### config.mk
export PLATFORM = sky130hd
export DESIGN_NAME = rx_bit_decoder_flat
export DESIGN_NICKNAME = d
export VERILOG_FILES = /design/src/rtl/rx_bit_decoder_pkg.sv /design/src/rtl/rx_bit_decoder_if.sv /design/src/rtl/rx_bit_decoder_nrzi_unstuff.sv /design/src/rtl/rx_bit_decoder.sv /design/src/flat_wrapper.sv
export SDC_FILE = /design/constraint.sdc
export NUM_CORES = 1
export LEC_CHECK = 0
export CORE_MARGIN = 4
export CORE_UTILIZATION = 55
export DETAILED_ROUTE_END_ITERATION = 8
export PLACE_DENSITY = 0.81
export RECOVER_POWER = 50
export SYNTH_ARGS = -nofsm -noshare
export SYNTH_HDL_FRONTEND = slang
export SYNTH_SLANG_ARGS = --single-unit
### constraint.sdc
create_clock -name clk -period 3.91 [get_ports clk]
set_clock_uncertainty 0.1 [all_clocks]
set_input_delay 1.173 -clock clk [delete_from_list [all_inputs] [get_ports clk]]
set_output_delay 1.173 -clock clk [all_outputs]
set_load 0.005 [all_outputs]
### src/rtl/rx_bit_decoder_pkg.sv
// Shared types and defaults for the receive-side bit decoder: line states, decoder FSM
// states and the line-pair classification helper.
package usb_rx_pkg;

  // Encoded as {dp, dm} so a sampled pair casts straight into a line state.
  typedef enum logic [1:0] {
    LINE_SE0 = 2'b00,
    LINE_K   = 2'b01,
    LINE_J   = 2'b10,
    LINE_SE1 = 2'b11
  } line_state_t;

  typedef enum logic [1:0] {
    IDLE    = 2'b00,
    ACTIVE  = 2'b01,
    SE0_RUN = 2'b10
  } state_t;

  localparam int STUFF_LEN_DEF = 6;
  localparam int EOP_SE0_DEF   = 2;

  function automatic line_state_t to_line(input logic dp, input logic dm);
    return line_state_t'({dp, dm});
  endfunction

endpackage

### src/rtl/rx_bit_decoder_if.sv
// Signal bundle between the rx_timer/rx_controller side (master) and the bit decoder (slave).
interface rx_bit_decoder_if;
  // Strobe-qualified transfer, no backpressure: the decoder consumes dp/dm only in a cycle
  // with shift_strobe=1 and dec_en=1, and every result is a one-cycle pulse in the next cycle;
  // the master must accept each pulse when it occurs (there is no ready).
  logic       dec_en;
  logic       dec_clr;
  logic       shift_strobe;
  logic       dp_sync;
  logic       dm_sync;
  logic [7:0] rx_byte;
  logic       byte_valid;
  logic       bit_skip;
  logic       eop_det;
  logic       stuff_err;
  logic       line_err;

  modport master (
    output dec_en, dec_clr, shift_strobe, dp_sync, dm_sync,
    input  rx_byte, byte_valid, bit_skip, eop_det, stuff_err, line_err
  );

  modport slave (
    input  dec_en, dec_clr, shift_strobe, dp_sync, dm_sync,
    output rx_byte, byte_valid, bit_skip, eop_det, stuff_err, line_err
  );
endinterface

### src/rtl/rx_bit_decoder_nrzi_unstuff.sv
// NRZI decode and bit-stuff removal: tracks the previous J/K level and the run of decoded 1s.
// Results are combinational for the current step; the top registers them.
module rx_nrzi_unstuff
  import usb_rx_pkg::*;
#(
  parameter int STUFF_LEN = STUFF_LEN_DEF
) (
  input  logic        clk,
  input  logic        rst,
  input  logic        clr,
  input  logic        step,
  input  line_state_t line,
  input  logic        restart,
  input  logic        set_j,
  output logic        bit_val,
  output logic        skip,
  output logic        stuff_err
);

  line_state_t prev_line;
  logic [2:0]  ones_cnt;
  logic        at_limit;

  assign bit_val   = (line == prev_line);
  assign at_limit  = (ones_cnt == 3'(STUFF_LEN));
  assign skip      = step & at_limit & ~bit_val;
  assign stuff_err = step & at_limit & bit_val;

  always_ff @(posedge clk) begin
    if (rst || clr) begin
      prev_line <= LINE_J;
      ones_cnt  <= 3'd0;
    end else begin
      if (step) begin
        prev_line <= line;
        // A stuffed 0 or a stuff violation both end the run of ones.
        if (at_limit || !bit_val) ones_cnt <= 3'd0;
        else                      ones_cnt <= ones_cnt + 3'd1;
      end
      if (restart) ones_cnt  <= 3'd0;
      if (set_j)   prev_line <= LINE_J;
    end
  end

endmodule

### src/rtl/rx_bit_decoder.sv
// Receive bit decoder: samples the line on each enabled strobe, assembles LSB-first bytes
// and reports byte, stuffed-bit, EOP and error events one cycle after the strobe.
module rx_bit_decoder
  import usb_rx_pkg::*;
#(
  parameter int STUFF_LEN = STUFF_LEN_DEF,
  parameter int EOP_SE0   = EOP_SE0_DEF
) (
  input  logic              clk,
  input  logic              rst,
  rx_bit_decoder_if.slave   bus,
  output state_t            dbg_state
);

  localparam int SE0_W = $clog2(EOP_SE0 + 1);

  state_t             state, state_n;
  logic [7:0]         sr, sr_n;
  logic [2:0]         bit_cnt, bit_cnt_n;
  logic [SE0_W-1:0]   se0_cnt, se0_n;
  logic [7:0]         rx_byte_n;
  logic               byte_valid_n, bit_skip_n, eop_det_n, stuff_err_n, line_err_n;

  logic               st;
  line_state_t        line;
  logic               is_jk;
  logic               step;
  logic               restart;
  logic               set_j;
  logic               bit_val;
  logic               skip_w;
  logic               stuff_err_w;

  assign st    = bus.shift_strobe & bus.dec_en;
  assign line  = to_line(bus.dp_sync, bus.dm_sync);
  assign is_jk = (line == LINE_J) || (line == LINE_K);
  // IDLE handles its first strobe exactly like ACTIVE.
  assign step  = st & is_jk & (state != SE0_RUN);

  assign dbg_state = state;

  rx_nrzi_unstuff #(
    .STUFF_LEN (STUFF_LEN)
  ) u_nrzi (
    .clk       (clk),
    .rst       (rst),
    .clr       (bus.dec_clr),
    .step      (step),
    .line      (line),
    .restart   (restart),
    .set_j     (set_j),
    .bit_val   (bit_val),
    .skip      (skip_w),
    .stuff_err (stuff_err_w)
  );

  always_comb begin
    state_n      = state;
    sr_n         = sr;
    bit_cnt_n    = bit_cnt;
    se0_n        = se0_cnt;
    rx_byte_n    = bus.rx_byte;
    byte_valid_n = 1'b0;
    bit_skip_n   = 1'b0;
    eop_det_n    = 1'b0;
    stuff_err_n  = 1'b0;
    line_err_n   = 1'b0;
    restart      = 1'b0;
    set_j        = 1'b0;

    if (st) begin
      case (state)
        IDLE, ACTIVE: begin
          state_n = ACTIVE;
          unique case (line)
            LINE_J, LINE_K: begin
              if (stuff_err_w) begin
                stuff_err_n = 1'b1;
                state_n     = IDLE;
                bit_cnt_n   = 3'd0;
              end else if (skip_w) begin
                bit_skip_n = 1'b1;
              end else begin
                sr_n      = {bit_val, sr[7:1]};
                bit_cnt_n = bit_cnt + 3'd1;
                if (bit_cnt == 3'd7) begin
                  rx_byte_n    = {bit_val, sr[7:1]};
                  byte_valid_n = 1'b1;
                end
              end
            end
            LINE_SE0: begin
              state_n = SE0_RUN;
              se0_n   = SE0_W'(1);
            end
            LINE_SE1: begin
              line_err_n = 1'b1;
              state_n    = IDLE;
              bit_cnt_n  = 3'd0;
              restart    = 1'b1;
            end
          endcase
        end
        SE0_RUN: begin
          if (line == LINE_SE0) begin
            if (se0_cnt != SE0_W'(EOP_SE0)) se0_n = se0_cnt + SE0_W'(1);
          end else begin
            // Any non-SE0 sample ends the run; only a long enough run closed by J is an EOP.
            state_n   = IDLE;
            bit_cnt_n = 3'd0;
            restart   = 1'b1;
            if (line == LINE_J && se0_cnt >= SE0_W'(EOP_SE0)) begin
              eop_det_n = 1'b1;
              set_j     = 1'b1;
            end else begin
              line_err_n = 1'b1;
            end
          end
        end
        default: state_n = IDLE;
      endcase
    end
  end

  always_ff @(posedge clk) begin
    if (rst || bus.dec_clr) begin
      state          <= IDLE;
      sr             <= 8'h00;
      bit_cnt        <= 3'd0;
      se0_cnt        <= '0;
      bus.rx_byte    <= 8'h00;
      bus.byte_valid <= 1'b0;
      bus.bit_skip   <= 1'b0;
      bus.eop_det    <= 1'b0;
      bus.stuff_err  <= 1'b0;
      bus.line_err   <= 1'b0;
    end else begin
      state          <= state_n;
      sr             <= sr_n;
      bit_cnt        <= bit_cnt_n;
      se0_cnt        <= se0_n;
      bus.rx_byte    <= rx_byte_n;
      bus.byte_valid <= byte_valid_n;
      bus.bit_skip   <= bit_skip_n;
      bus.eop_det    <= eop_det_n;
      bus.stuff_err  <= stuff_err_n;
      bus.line_err   <= line_err_n;
    end
  end

endmodule
### src/flat_wrapper.sv
// flat-port wrapper written by rule: the top's interface ports become plain ports
module rx_bit_decoder_flat import usb_rx_pkg::*;
#(
  parameter int STUFF_LEN = STUFF_LEN_DEF,
  parameter int EOP_SE0   = EOP_SE0_DEF
)
  (clk, rst, dbg_state, bus_dec_en, bus_dec_clr, bus_shift_strobe, bus_dp_sync, bus_dm_sync, bus_rx_byte, bus_byte_valid, bus_bit_skip, bus_eop_det, bus_stuff_err, bus_line_err);
  rx_bit_decoder_if bus_i ();
  input  logic clk;
  input  logic rst;
  output state_t dbg_state;
  input wire logic [$bits(bus_i.dec_en)-1:0] bus_dec_en;
  input wire logic [$bits(bus_i.dec_clr)-1:0] bus_dec_clr;
  input wire logic [$bits(bus_i.shift_strobe)-1:0] bus_shift_strobe;
  input wire logic [$bits(bus_i.dp_sync)-1:0] bus_dp_sync;
  input wire logic [$bits(bus_i.dm_sync)-1:0] bus_dm_sync;
  output wire logic [$bits(bus_i.rx_byte)-1:0] bus_rx_byte;
  output wire logic [$bits(bus_i.byte_valid)-1:0] bus_byte_valid;
  output wire logic [$bits(bus_i.bit_skip)-1:0] bus_bit_skip;
  output wire logic [$bits(bus_i.eop_det)-1:0] bus_eop_det;
  output wire logic [$bits(bus_i.stuff_err)-1:0] bus_stuff_err;
  output wire logic [$bits(bus_i.line_err)-1:0] bus_line_err;
  assign bus_i.dec_en = bus_dec_en;
  assign bus_i.dec_clr = bus_dec_clr;
  assign bus_i.shift_strobe = bus_shift_strobe;
  assign bus_i.dp_sync = bus_dp_sync;
  assign bus_i.dm_sync = bus_dm_sync;
  assign bus_rx_byte = bus_i.rx_byte;
  assign bus_byte_valid = bus_i.byte_valid;
  assign bus_bit_skip = bus_i.bit_skip;
  assign bus_eop_det = bus_i.eop_det;
  assign bus_stuff_err = bus_i.stuff_err;
  assign bus_line_err = bus_i.line_err;
  rx_bit_decoder #(.STUFF_LEN(STUFF_LEN), .EOP_SE0(EOP_SE0)) u_core (.clk(clk), .rst(rst), .bus(bus_i), .dbg_state(dbg_state));
endmodule
# Word level (Yosys, flattened, before mapping)
# Cells that the tools add are included.
# word_totals
register_bits	33
latch_bits	0
mem_bits_rw	0
romBits	0
inputBits	7
output_inout_bits	15
word_cells	93
n_memories	0
# op_classes
addsub	3
mul	0
n_div	0
magnitude_cmp	1
eq_ne	16
shifts	0
mux	28
n_bitwise	12
n_reduce_logical	21
# op_table
cell	count
AND reduction 5 bit	3
two-way mux 1 bit	13
two-way mux 3 bit	4
case mux 3 bit (2 select lines)	2
OR reduction 2 bit	5
two-way mux 2 bit	4
case mux 2 bit (2 select lines)	2
adder 3 x 1 -> 3 bit, second input constant	2
AND 1 bit	6
== test 2 bit, second input constant	3
== test 3 bit, second input constant	2
inequality test 2 x 1 -> 1 bit, second input constant	3
inequality test 2 bit, second input constant	3
inverter 1 bit	6
case mux 2 bit (3 select lines)	1
AND reduction 6 bit	1
OR reduction 6 bit	1
OR reduction 5 bit	1
== test 2 x 1 -> 1 bit, second input constant	2
zero test 2 bit	2
inequality test 4 bit, second input constant	1
case mux 1 bit (2 select lines)	2
OR reduction 4 bit	1
logical OR 1 bit	3
8 further kinds	8

# Logic depth before layout (Yosys ltp)
# logic_depth
depth_word	10
mapped_depth	7
mapped_depth_nobuf	6

# By module
# A second synthesis with hierarchy kept.
# hier_totals
hier_cells	185
hier_area_um2	1656.6
# modules_own_cells
module	instances	cells_each	area_each_um2
rx_bit_decoder	1	149	1321.3
rx_nrzi_unstuff	1	36	335.3

# Worst setup path after synthesis
# No wires, ideal clock.
# synth_timing
path_type	input -> register
startpoint	in bus_dm_sync
endpoint	reg u_core.sr[1]
t_arrival_ns	2.290
required_time_ns	3.682
setup_slack_ns	1.393
cell_stages	7
path_buffers	1
path_cell_list	inv_1 > ha_1 > and4b_1 > nor2b_1 > buf_4 > mux2i_1 > nor2_1
# synth_via
elab_chain_len	8
# synth_rtl
item	line_no	source
from (decl)	flat_wrapper.sv:16	input wire logic [$bits(bus_i.dm_sync)-1:0] bus_dm_sync;
== test 2 bit or == test 2 x 1 -> 1 bit (tied branches)	rx_bit_decoder.sv:36, rx_bit_decoder.sv:75	
logical OR 1 bit	rx_bit_decoder.sv:36	assign is_jk = (line == LINE_J) || (line == LINE_K);
AND 1 bit (2 in series)	rx_bit_decoder.sv:38	assign step = st & is_jk & (state != SE0_RUN);
AND 1 bit	rx_bit_decoder_nrzi_unstuff.sv:26, rx_bit_decoder_nrzi_unstuff.sv:27	
AND 1 bit (on tied branches)	rx_bit_decoder_nrzi_unstuff.sv:26, rx_bit_decoder_nrzi_unstuff.sv:27	
inverter 1 bit (no source line)	-	
AND reduction 5 bit (no source line) *	-	
to (signal assigned)	rx_bit_decoder.sv:139	sr <= sr_n;
to (decl)	rx_bit_decoder.sv:18	logic [7:0] sr, sr_n;
# Every way passes the cells marked *; elsewhere a longest branch is shown, timed or not.
# A chain may end at the register's enable or synchronous reset.

# Worst setup path in the final report
# layout_timing
startpoint	in bus_dm_sync
endpoint	reg u_core.bus.rx_byte[2]
# layout_via
elab_chain_len	8
# layout_rtl
item	line_no	source
== test 2 bit or == test 2 x 1 -> 1 bit (tied branches)	rx_bit_decoder.sv:36, rx_bit_decoder.sv:75	
logical OR 1 bit	rx_bit_decoder.sv:36	
AND 1 bit (2 in series)	rx_bit_decoder.sv:38	
AND 1 bit	rx_bit_decoder_nrzi_unstuff.sv:26, rx_bit_decoder_nrzi_unstuff.sv:27	
AND 1 bit (on tied branches)	rx_bit_decoder_nrzi_unstuff.sv:26, rx_bit_decoder_nrzi_unstuff.sv:27	
inverter 1 bit (no source line)	-	
AND reduction 6 bit (no source line) *	-	
to (signal assigned)	rx_bit_decoder.sv:142	bus.rx_byte <= rx_byte_n;
to (decl)	rx_bit_decoder_if.sv:25	output rx_byte, byte_valid, bit_skip, eop_det, stuff_err, line_err
# Marked as above.

==> run metrics <==
crit-path max FO 9; Synth Flop Type dfxtp_1; number of buffers created by CTS 5; Initial Utilization 0.587; Reg-to-Reg Start u_core.u_nrzi.ones_cnt[0]; Reg clk slew, reported paths 0.10 ns; DR pass1 iterations 4; port bufs 21; Iteration-0 DRC Markers 39; max_slew headroom 0.453; synth unique cells 33; setup ws final 0.670 ns; Leakage 0.747 nW; Worst Hold Path Cells 2; syn_area_per_cell 9.28 sq um; flops & latches, synth 32; Fillers 204; CTS max path bufs 2; wire length per cell 13.8 um; Post-Layout Inst Area 0.00176 sq mm; die height 59.6 um; cts repair resizes 0; largest area contributor in the netlist dfxtp_1; Tmin final 3.24 ns; gr usage total 0.182; dpl cell area 0.00168 sq mm; CTS Sinks 32; Compound-Gate Fraction of Synth Area 0.0981; vias in the first global route 1055; hpwl dp 2140 um; register area share after synthesis 0.437; commonest non-fill, non-tap cell in the layout dfxtp_1; first-pass GRT wire length 4790 um; crit path DAT 3.34 ns; flop-to-flop setup slack 1.97 ns; asr flop ratio synth 0; layout cells sized above 1 0.0552; GPL Wtd Cong 0.816; Die W 59.6 um; largest net degree at the start of global routing 25; Post-synth EDFFs 0; status finished, final reports clean; CP required 4.01 ns; grt total ovfl 0; HP Class register to register; FF-to-FF End u_core.bus.rx_byte[2]; Crit Path Class primary input to register; CP startpoint kind primary input; core box area 0.00250 sq mm; most frequent cells in the layout dfxtp_1 (32), nor2_1 (25), mux2i_1 (16); HP Start u_core.bus.rx_byte[7]; hold path endpoint u_core.bus.rx_byte[7]; unrepaired setup endpoints after global routing false; Routed Antenna Nets 0; Mapped Nets 174; simple-gate share of the synthesized area 0.206; drt drc 0; largest family of logic cells by synthesized area simple AND/OR/NAND/NOR gates; CTS tree yes; FP Rows 18; nets@finish 196; final setup fails 0; largest cells by area after synthesis dfxtp_1 (44%), mux2i_1 (11%), ha_1 (7.7%); Post-CTS Setup Inserts 0; root buffer cell clkbuf_4; Placed Instances 203; max-cap violations 0; H-tree depth 2; cell area after synthesis 0.00147 sq mm; Routed WL 2910 um; total negative slack 0 ns; worst r2r path cells 6; fraction of synthesized area in multiplexers 0.109; Peak VDD IR 0.332 mV; n_diodes 0; power per cell area 354 mW/mm^2; Hold Worst Slack 0.375 ns; Slew Limit Fails 0; Vias per Instance 5.49; Final period util 0.829; CTS Hold Buffers Added 0; setup slack at placement 0.403 ns; Die ar. 0.00356 sq mm; cell count after synthesis 158; Synth top area share 0.437; initial antenna violation count 0; via count 1158; Yosys warnings 0; fin cells 211; Least-Margin Pin Slew 0.820 ns; Synth Area in Adders 0.0768; clk_lat worst skew 0.34 ns; # IOs 22; Crit. End Element register; Fmax 0.309 GHz; xor/xnor share of the synthesized area 0.0239; Area Growth Syn to Fin 19.7%; Final Hold Fails 0
[synthesized netlist by cell type, types with 3 or more instances]
cell      number
nand2_1        7
o21ai_0       13
nor3_1         3
inv_1          8
nor2_1        25
a21oi_1        6
nand3_1        4
dfxtp_1       32
or4_1          3
mux2i_1       16
ha_1           9
clkbuf_1       3
[metrics by stage]
| stage | power (W) | utilization |
|---|---|---|
| after floorplan | 0.000365 | - |
| after global placement | 0.000378 | 0.672 |
| after detailed placement | 0.000379 | 0.672 |
| after CTS | 0.000625 | 0.702 |
| after global routing | 0.000645 | 0.702 |
| final | 0.000621 | 0.702 |
[state kept, by name, summed over array words and instances (netlist names)]
name / count
u_core.bus.eop_det: 1
u_core.bus.byte_valid: 1
u_core.sr: 7
u_core.u_nrzi.ones_cnt: 3
u_core.bit_cnt: 3
u_core.bus.bit_skip: 1
u_core.bus.rx_byte: 8
u_core.se0_cnt: 2
u_core.dbg_state: 2
u_core.u_nrzi.prev_line: 2
u_core.bus.stuff_err: 1
u_core.bus.line_err: 1
[logic make-up (layout without fill, tap and decap cells)]
kind of cell | after synthesis | after routing
AOI/OAI and AO/OA | 25 | 25
and+or+nand+nor | 57 | 57
muxes | 16 | 16
buffers and inverters | 15 | 38
DFF | 32 | 32
xor gates and xnor gates | 4 | 4
adders and majority gates | 9 | 9
[worst max-delay path, cell delays in order]
cell	delay [ns]
dlygate4sd3_1	0.66
inv_1	0.12
ha_1	0.38
and4b_1	0.25
nand3b_1	0.39
mux2i_1	0.31
nor2_1	0.06
[area by class of cell]
| cell class | count | area (sq um) | share of cell area |
|---|---|---|---|
| multi-input cells | 111 | 753 | 0.429 |
| flip-flops and latches | 32 | 641 | 0.365 |
| repair buffers | 22 | 218 | 0.124 |
| clock buffers | 6 | 41.3 | 0.0235 |
| well taps | 30 | 37.5 | 0.0214 |
| clock inverters | 2 | 35.0 | 0.0200 |
| inverters | 8 | 30.0 | 0.0171 |
[worst max path at each step]
stage	slack (ns)	depth (start not counted)	end	start
finish	0.67	7	u_core.bus.rx_byte[2]	bus_dm_sync
global route	0.55	7	u_core.bus.rx_byte[2]	bus_dm_sync
CTS	0.74	7	u_core.bus.rx_byte[2]	bus_dp_sync
detailed placement	0.40	7	u_core.bus.rx_byte[2]	bus_dm_sync
global placement	0.50	7	u_core.bus.rx_byte[2]	bus_dm_sync
floorplan	1.39	7	u_core.sr[1]	bus_dm_sync
[metal layers]
metal / track usage / part of all wire / vias to the layer above / wire length [um]
met1: 0.224 / 0.46 / 538 / 1330
met2: 0.287 / 0.47 / 28 / 1360
li1: - / - / 587 / -
met3: 0.0675 / 0.059 / 5 / 172
met4: 0.0728 / 0.014 / 0 / 41
met5: 0 / 0 / - / 0
[where the power goes]
part	internal [W]	switching, W	total, W
Clock	0.000134	0.000115	0.000249
Sequential	0.000327	0.00000187	0.000329
Combinational	0.0000172	0.0000253	0.0000425
No activity file was read; power rests on OpenSTA's default activity.
